### config.mk
export PLATFORM = sky130hd
export DESIGN_NAME = logic_shift_unit
export DESIGN_NICKNAME = d
export VERILOG_FILES = /design/src/rtl/logic_unit_pkg.sv /design/src/rtl/AND32_2x1.sv /design/src/rtl/INV32_1x1.sv /design/src/rtl/NOR32_2x1.sv /design/src/rtl/OR32_2x1.sv /design/src/rtl/logic_bank.sv /design/src/rtl/logic_shift_unit.sv
export SDC_FILE = /design/constraint.sdc
export NUM_CORES = 1
export LEC_CHECK = 0
export BUFFER_PORTS_ARGS = -buffer_cell sky130_fd_sc_hd__buf_2
export CORE_MARGIN = 1.5
export CORE_UTILIZATION = 53
export CTS_CLUSTER_SIZE = 10
export DETAILED_ROUTE_END_ITERATION = 10
export PLACE_DENSITY_LB_ADDON = 0.2
export SYNTH_ARGS = -nofsm -noshare
export SYNTH_HDL_FRONTEND = slang
export SYNTH_SLANG_ARGS = --single-unit
### constraint.sdc
create_clock -name CLK -period 1.8 [get_ports CLK]
set_input_delay 0.18 -clock CLK [delete_from_list [all_inputs] [get_ports CLK]]
set_output_delay 0.18 -clock CLK [all_outputs]
set_load 0.02 [all_outputs]
### src/rtl/logic_unit_pkg.sv
// Shared constants and types for the logic/shift execution stage.
// No logic; opcode map, FSM encoding and datapath widths.
// Used by logic_bank and logic_shift_unit.
package logic_unit_pkg;

    localparam int DATA_W  = 32;
    localparam int SHAMT_W = 5;

    localparam logic [2:0] OP_AND  = 3'd0;
    localparam logic [2:0] OP_OR   = 3'd1;
    localparam logic [2:0] OP_NOR  = 3'd2;
    localparam logic [2:0] OP_NOT  = 3'd3;
    localparam logic [2:0] OP_SLL  = 3'd4;
    localparam logic [2:0] OP_SRL  = 3'd5;
    localparam logic [2:0] OP_SRA  = 3'd6;
    localparam logic [2:0] OP_RSVD = 3'd7;

    typedef enum logic [1:0] {
        IDLE  = 2'd0,
        SHIFT = 2'd1,
        DONE  = 2'd2
    } state_t;

endpackage

### src/rtl/AND32_2x1.sv
// 32-bit two-input AND gate array.
// Combinational, zero latency.
// No flow control.
module AND32_2x1 (
    input  logic [31:0] a,
    input  logic [31:0] b,
    output logic [31:0] y
);
    assign y = a & b;
endmodule

### src/rtl/INV32_1x1.sv
// 32-bit inverter array.
// Combinational, zero latency.
// No flow control.
module INV32_1x1 (
    input  logic [31:0] a,
    output logic [31:0] y
);
    assign y = ~a;
endmodule

### src/rtl/NOR32_2x1.sv
// 32-bit two-input NOR gate array.
// Combinational, zero latency.
// No flow control.
module NOR32_2x1 (
    input  logic [31:0] a,
    input  logic [31:0] b,
    output logic [31:0] y
);
    assign y = ~(a | b);
endmodule

### src/rtl/OR32_2x1.sv
// 32-bit two-input OR gate array.
// Combinational, zero latency.
// No flow control.
module OR32_2x1 (
    input  logic [31:0] a,
    input  logic [31:0] b,
    output logic [31:0] y
);
    assign y = a | b;
endmodule

### src/rtl/logic_bank.sv
// Bitwise gate arrays (AND/OR/NOR/NOT) with a 4:1 result select.
// Purely combinational, zero latency.
// No flow control; the caller registers the selected value.
module logic_bank
    import logic_unit_pkg::*;
(
    input  logic [1:0]        sel,
    input  logic [DATA_W-1:0] op1,
    input  logic [DATA_W-1:0] op2,
    output logic [DATA_W-1:0] y
);
    logic [DATA_W-1:0] and_y;
    logic [DATA_W-1:0] or_y;
    logic [DATA_W-1:0] nor_y;
    logic [DATA_W-1:0] inv_y;

    AND32_2x1 u_and (.a(op1), .b(op2), .y(and_y));
    OR32_2x1  u_or  (.a(op1), .b(op2), .y(or_y));
    NOR32_2x1 u_nor (.a(op1), .b(op2), .y(nor_y));
    INV32_1x1 u_inv (.a(op1), .y(inv_y));

    // Select on the low opcode bits; the opcode map puts AND/OR/NOR/NOT at 0..3.
    always_comb begin
        y = and_y;
        case (sel)
            2'd0:    y = and_y;
            2'd1:    y = or_y;
            2'd2:    y = nor_y;
            default: y = inv_y;
        endcase
    end
endmodule

### src/rtl/logic_shift_unit.sv
// ALU stage: bitwise ops via logic_bank plus a one-bit-per-cycle shifter.
// Latency 1 for logic/reserved ops, 1+shamt for shifts.
// Input accepted only in IDLE; result held in DONE until OUT_READY.
module logic_shift_unit
    import logic_unit_pkg::*;
(
    input  logic              CLK,
    input  logic              RST,
    input  logic              IN_VALID,
    output logic              IN_READY,
    input  logic [2:0]        OPCODE,
    input  logic [DATA_W-1:0] OP1,
    input  logic [DATA_W-1:0] OP2,
    output logic              OUT_VALID,
    input  logic              OUT_READY,
    output logic [DATA_W-1:0] RESULT,
    output logic              ZERO
);
    state_t             state_q;
    state_t             state_d;
    logic [DATA_W-1:0]  result_q;
    logic [DATA_W-1:0]  bank_y;
    logic [DATA_W-1:0]  logic_y;
    logic [DATA_W-1:0]  shift_y;
    logic [SHAMT_W-1:0] count_q;
    logic [2:0]         op_q;
    logic               ready_en_q;
    logic               accept;
    logic               is_shift;

    logic_bank u_bank (
        .sel (OPCODE[1:0]),
        .op1 (OP1),
        .op2 (OP2),
        .y   (bank_y)
    );

    // ready_en_q keeps IN_READY low during reset and until the first edge after release.
    assign IN_READY  = ready_en_q && (state_q == IDLE);
    assign OUT_VALID = (state_q == DONE);
    assign RESULT    = result_q;
    assign ZERO      = (result_q == '0);
    assign accept    = IN_VALID && IN_READY;
    assign is_shift  = (OPCODE == OP_SLL) || (OPCODE == OP_SRL) || (OPCODE == OP_SRA);
    // Reserved opcode shares bit pattern 3'b111 with NOT in the bank select, so force zero.
    assign logic_y   = (OPCODE == OP_RSVD) ? '0 : bank_y;

    // One-position shift of the held result in the latched direction.
    always_comb begin
        shift_y = result_q;
        case (op_q)
            OP_SLL:  shift_y = {result_q[DATA_W-2:0], 1'b0};
            OP_SRL:  shift_y = {1'b0, result_q[DATA_W-1:1]};
            OP_SRA:  shift_y = {result_q[DATA_W-1], result_q[DATA_W-1:1]};
            default: shift_y = result_q;
        endcase
    end

    // State register.
    always_ff @(posedge CLK or negedge RST) begin
        if (!RST) begin
            state_q <= IDLE;
        end else begin
            state_q <= state_d;
        end
    end

    // Next-state logic; a zero shift amount skips SHIFT entirely.
    always_comb begin
        state_d = state_q;
        case (state_q)
            IDLE: begin
                if (accept) begin
                    if (is_shift && (OP2[SHAMT_W-1:0] != '0)) begin
                        state_d = SHIFT;
                    end else begin
                        state_d = DONE;
                    end
                end
            end
            SHIFT: begin
                if (count_q == SHAMT_W'(1)) begin
                    state_d = DONE;
                end
            end
            DONE: begin
                if (OUT_READY) begin
                    state_d = IDLE;
                end
            end
            default: state_d = IDLE;
        endcase
    end

    // Datapath: load on accept, shift and count down in SHIFT, hold otherwise.
    always_ff @(posedge CLK or negedge RST) begin
        if (!RST) begin
            result_q   <= '0;
            count_q    <= '0;
            op_q       <= OP_AND;
            ready_en_q <= 1'b0;
        end else begin
            ready_en_q <= 1'b1;
            if (state_q == IDLE && accept) begin
                if (is_shift) begin
                    result_q <= OP1;
                    count_q  <= OP2[SHAMT_W-1:0];
                    op_q     <= OPCODE;
                end else begin
                    result_q <= logic_y;
                end
            end else if (state_q == SHIFT) begin
                result_q <= shift_y;
                count_q  <= count_q - SHAMT_W'(1);
            end
        end
    end
endmodule

# Word-level counts from Yosys, hierarchy flattened
# Index checks and enable logic that the tools add are counted.
[classes]
n_addsub = 1
n_eq_ne = 17
muxes = 14
bitwise_logic = 4
reduce_logical = 18
[op_table]
columns = ["operator", "count"]
rows = [
  ["32-bit case mux with 3 select lines", 2],
  ["32-bit 2-to-1 mux", 4],
  ["32-bit inverter", 2],
  ["32-bit AND", 1],
  ["32-bit logical NOT", 1],
  ["32-bit bitwise OR", 1],
  ["3-bit == test, second input constant", 7],
  ["5-bit 2-to-1 mux", 3],
  ["2-bit 2-to-1 mux", 4],
  ["2-bit inequality test, second input constant", 4],
  ["2-bit case mux with 3 select lines", 1],
  ["2-bit AND reduction", 3],
  ["3-bit AND reduction", 2],
  ["5-bit by 1-bit == test with 1-bit output, second input constant", 1],
  ["5-bit nonzero test", 1],
  ["5-bit by 1-bit subtractor with 5-bit output, second input constant", 1],
  ["2-bit by 1-bit == test with 1-bit output, second input constant", 2],
  ["2-bit == test, second input constant", 2],
  ["1-bit logical AND", 4],
  ["2-bit logical NOT", 2],
  ["4-bit nonzero test", 1],
  ["3-bit nonzero test", 1],
  ["1-bit logical OR", 2],
  ["2-bit by 1-bit inequality test with 1-bit output, second input constant", 1],
  ["2-bit nonzero test", 1],
]
[word_totals]
ff_bits = 43
inputBits = 71
out_inout_bits = 35
elab_cells = 60

# Depth between registers and ports, before layout
[logic_depth]
depth_word = 7
ltp_mapped = 7
depth_no_buf = 6

# Cells and area by module
# A second synthesis with hierarchy kept.
[hier_totals]
cells_unflattened = 488
area_unflattened_um2 = 4369.2
[by_module_without_submodules]
columns = ["mod", "instances", "cells_each", "area_per_inst_um2", "seq_area_each_um2"]
rows = [
  ["logic_shift_unit", 1, 321, 2914.0, 1076.0],
  ["logic_bank", 1, 39, 814.5, 0.0],
  ["AND32_2x1", 1, 32, 200.2, 0.0],
  ["OR32_2x1", 1, 32, 200.2, 0.0],
  ["INV32_1x1", 1, 32, 120.1, 0.0],
  ["NOR32_2x1", 1, 32, 120.1, 0.0],
]

# Least setup slack after synthesis
# Ideal clock, no wire load.
[synth_timing]
path_kind = "register -> register"
start = "reg state_q[0]"
end = "reg count_q[4]"
setup_ns = 0.118
arrival_time_ns = 1.341
required_ns = 1.682
path_slack_ns = 0.341
stages_incl_launch_ff = 7
n_path_buf = 2
synth_period_minus_slack_ns = 1.459
path_cell_list = "dfrtp_1 buf_6 and4bb_4 a31o_1 buf_6 a21boi_4 o2bb2a_4"
[synth_between]
elab_chain_cells = 6
word_cells_on_any_way = 9
cone_classes = "eq/ne: 2; mux: 1; reduce/logical: 6"
[synth_rtl]
columns = ["element", "line_no", "source"]
rows = [
  ["from (decl)", "logic_shift_unit.sv:19", "state_t state_q;"],
  ["from (signal assigned)", "logic_shift_unit.sv:64", "state_q <= state_d;"],
  ["2-bit logical NOT", "logic_shift_unit.sv:39, logic_shift_unit.sv:104", ""],
  ["1-bit logical AND", "logic_shift_unit.sv:39", "assign IN_READY = ready_en_q && (state_q == IDLE);"],
  ["1-bit logical AND", "logic_shift_unit.sv:43", "assign accept = IN_VALID && IN_READY;"],
  ["1-bit logical AND", "logic_shift_unit.sv:104", "if (state_q == IDLE && accept) begin"],
  ["2-bit inequality test (no source line) or 2-bit nonzero test (tied branches)", "--", ""],
  ["2-bit AND reduction (no source line)", "--", ""],
  ["to (signal assigned)", "logic_shift_unit.sv:107", "count_q <= OP2[SHAMT_W-1:0];"],
  ["to (signal assigned)", "logic_shift_unit.sv:114", "count_q <= count_q - SHAMT_W'(1);"],
  ["to (decl)", "logic_shift_unit.sv:25", "logic [SHAMT_W-1:0] count_q;"],
]
# Several ways; a longest one is shown, not always the timed one.
# A chain may end at the register's enable or synchronous reset.

# Worst setup path after layout
[layout_timing]
start = "reg result_q[6] (netlist: RESULT[6])"
end = "out ZERO"
[layout_between]
elab_chain_cells = 1
[layout_rtl]
columns = ["element", "line_no", "source"]
rows = [
  ["from (decl)", "logic_shift_unit.sv:21", "logic [DATA_W-1:0] result_q;"],
  ["from (signal assigned)", "logic_shift_unit.sv:110", "result_q <= logic_y;"],
  ["from (signal assigned)", "logic_shift_unit.sv:113", "result_q <= shift_y;"],
  ["32-bit logical NOT", "logic_shift_unit.sv:42", "assign ZERO = (result_q == '0);"],
  ["to (decl)", "logic_shift_unit.sv:17", "output logic ZERO"],
]
# No other way between the ends.

==> impl_metrics.tcl <==
set metrics [dict create \
    rsz0062_at_grt "no" \
    viasPerCell 6.23 \
    pre_cts_ws_ns 0.165 \
    antenna_found_initial 0 \
    clock_path_buffers 2 \
    p_leak_nw 1.80 \
    wl_per_cell_um 15.8 \
    grt_start_max_net_pins 43 \
    drive_above_1_share_pct 27.2 \
    outcome "complete, no violations" \
    ys_seq_elements 43 \
    fin_crit_sh_pct 94.6 \
    final_cells 647 \
    power_mw 6.22 \
    yosysWarnings 0 \
    final_core_util_pct 65.8 \
    syn_inst 477 \
    cp_max_fo 5 \
    final_nets 639 \
    clkSlewWorstSetupHoldPaths_ns 0.09 \
    p_per_area_nw_per_um2 1410 \
    relSlewSlack_pct 58.8 \
    cp_slowest_stage_delay_ns 0.44 \
    wl_mm 10.2 \
    dieArea_um2 7380 \
    synth.distinct_cells 42 \
    avgSynthCellArea_um2 7.63 \
    portBuffers 105 \
    die_h_um 85.9 \
    finalSetupViolations 0 \
    top_layer "met4" \
    grtUsageTotal_pct 27.9 \
    setup_tns_ns 0 \
    vias 4030 \
    yosysTopAreaCell "dfrtp_1" \
    drc_errors 0 \
    num_rows 30 \
    period_needed_ns 1.70 \
    grt_pass1_wl_mm 16.7 \
    antenna_cells 0 \
    max_cap_viol_count 0 \
    ir_worst_vdd_mv 0.790 \
    netlist_area_um2 3640 \
    cts_sinks 43 \
    cts-root-buf "clkbuf_8" \
    synthArstFlopShare_pct 100 \
    synthToLayoutAreaGrowth_pct 21.4 \
    gp_congestion 0.819 \
    wl_met3_um 611 \
    worstSetupEndpointType "primary output" \
    ys_seq_area_share_pct 29.6 \
    cts_tree "done" \
    cts_buffers 5 \
    crit_arrival_ns 1.52 \
    ant_nets 0 \
    yosys-top-cells-area "dfrtp_1 (30%), nor2b_1 (11%), o21ai_0 (9.3%)" \
    placed_cells 638 \
    first_iter_violations 384 \
    final_area_um2 4420 \
    fmax_ghz 0.588 \
    synth_edf_count 0 \
    start_util_pct 54.2 \
    core_region_area_um2 6720 \
    path_cells "nor4_2 -> nand4_1 -> nor2_1 -> buf_4" \
    wl_met1_mm 4.59 \
    routed-wl-met2_mm 4.88 \
    cts_max_level 2 \
    dp_hpwl_mm 7.41 \
    synth-main-ff-cell "dfrtp_1" \
    drtPass1Iterations 4 \
    worst_pin_slew_ns 0.617 \
    synth_top_area_share_pct 29.6 \
    final_hold_viol_count 0 \
    grt_overflow 0 \
    crit_family "simple AND/OR/NAND/NOR gates" \
    critPathKind "flip-flop to primary output" \
    cp_slowest_cell "dfrtp_1" \
    crit_buf_inv 1 \
    grt_pass1_vias 3511 \
    fillerInstances 579 \
    ios 106 \
    fin_skew_ns 0.00782 \
    crit_required_ns 1.62 \
    maxSlewViolCount 0 \
    start_kind "flip-flop" \
    placed_area_um2 4260 \
    clock_latency_ns 0.30 \
    syn_nets 550 \
    layout_setup_ws_ns 0.0980 \
    worst_hold_path_type "input pin to flip-flop" \
    die_w_um 85.9 \
    whs_ns 0.169 \
]
sequential cells by signal (all words and copies together) (netlist names):
signal and cells:
ready_en_q 1, state_q 2, op_q 3, RESULT 32, count_q 5
report_power, final:
part | internal [mW] | leakage (nW) | switching [mW]
registers | 1.43 | 0.516 | 0.698
clock network | 0.273 | 0.0422 | 0.332
logic | 1.45 | 1.24 | 2.04
total | 3.16 | 1.80 | 3.07
cells in the final DEF (no fill, tap or decap), types with 2 or more instances in the layout:
cell type / instances
buf_2: 104
o22ai_1: 30
a21oi_1: 36
o211ai_1: 2
ha_1: 2
a31oi_1: 2
o22a_1: 2
nor4_1: 3
buf_12: 4
dfrtp_2: 4
nand4_1: 3
nand2b_1: 2
nor4_2: 3
o21ai_0: 68
nor2b_1: 63
clkbuf_8: 5
a2111oi_0: 32
nor4_4: 2
dfrtp_1: 39
a211oi_1: 33
nor2_1: 71
clkbuf_1: 2
nand2_1: 5
buf_4: 20
nand3_1: 3
inv_1: 4
routing by layer:
metal / track usage (%) / up-vias
met2: 45.2 / 132
met1: 38.7 / 1920
met5: 0 / -
met3: 4.62 / 10
met4: 7.92 / 0
li1: - / 1968
cells in the mapped netlist, drive strengths merged (2+ instances only):
cell type  instances
a2111oi           32
a211oi            33
a21boi             2
a21oi             37
a31o               2
a31oi              2
buf               21
clkbuf            26
dfrtp             43
ha                 2
inv                4
nand2              5
nand2b             2
nand3              3
nand4              3
nor2              71
nor2b             63
nor4               8
o211ai             2
o21ai             68
o22a               2
o22ai             30
cells by family after synthesis:
group,synth area share [%]
adder cells (fa/ha/maj),0.687
flip-flops,29.6
AO/OA/AOI/OAI,37.8
other,0.103
XOR/XNOR,0.447
buffers and inverters,7.46
AND/OR/NAND/NOR,24.0
worst reg2reg max path: cells and delay by family (launching register included):
family | cells | cell delay [ns]
compound gates | 3 | 0.65
buf+inv | 1 | 0.22
flops | 1 | 0.45
simple gates | 1 | 0.20
final cells by class:
type / instances / area (µm²) / share of cell area (%)
multi-input cells: 383 / 2380 / 53.9
repair buffers: 129 / 761 / 17.2
clock buffers: 7 / 76.3 / 1.73
inverters: 4 / 15.0 / 0.340
flip-flops and latches: 43 / 1080 / 24.5
clock inverters: 1 / 5.00 / 0.113
well taps: 80 / 100 / 2.27
final timing paths:
check,slack (ns),startpoint,depth (start not counted),end
worst max-delay path,0.1,RESULT[6],4,ZERO
worst min-delay path,0.17,OUT_READY,3,state_q[1]
max in group asynchronous,0.74,RST,3,RESULT[30]
min in group asynchronous,0.46,RST,2,RESULT[12]
worst min register to register,0.59,op_q[2],1,op_q[2]
worst max register to register,0.16,state_q[1],5,RESULT[8]
what timing repair did:
item / CTS / global route
endpoints found under the hold margin: 25 / 0
pin swaps: 0 / 2
resized for setup: 1 / 12
endpoints found under the setup margin: 1 / 2
hold buffers: 1 / 0
setup buffers: 0 / 0
No activity file was read; power rests on OpenSTA's default activity.
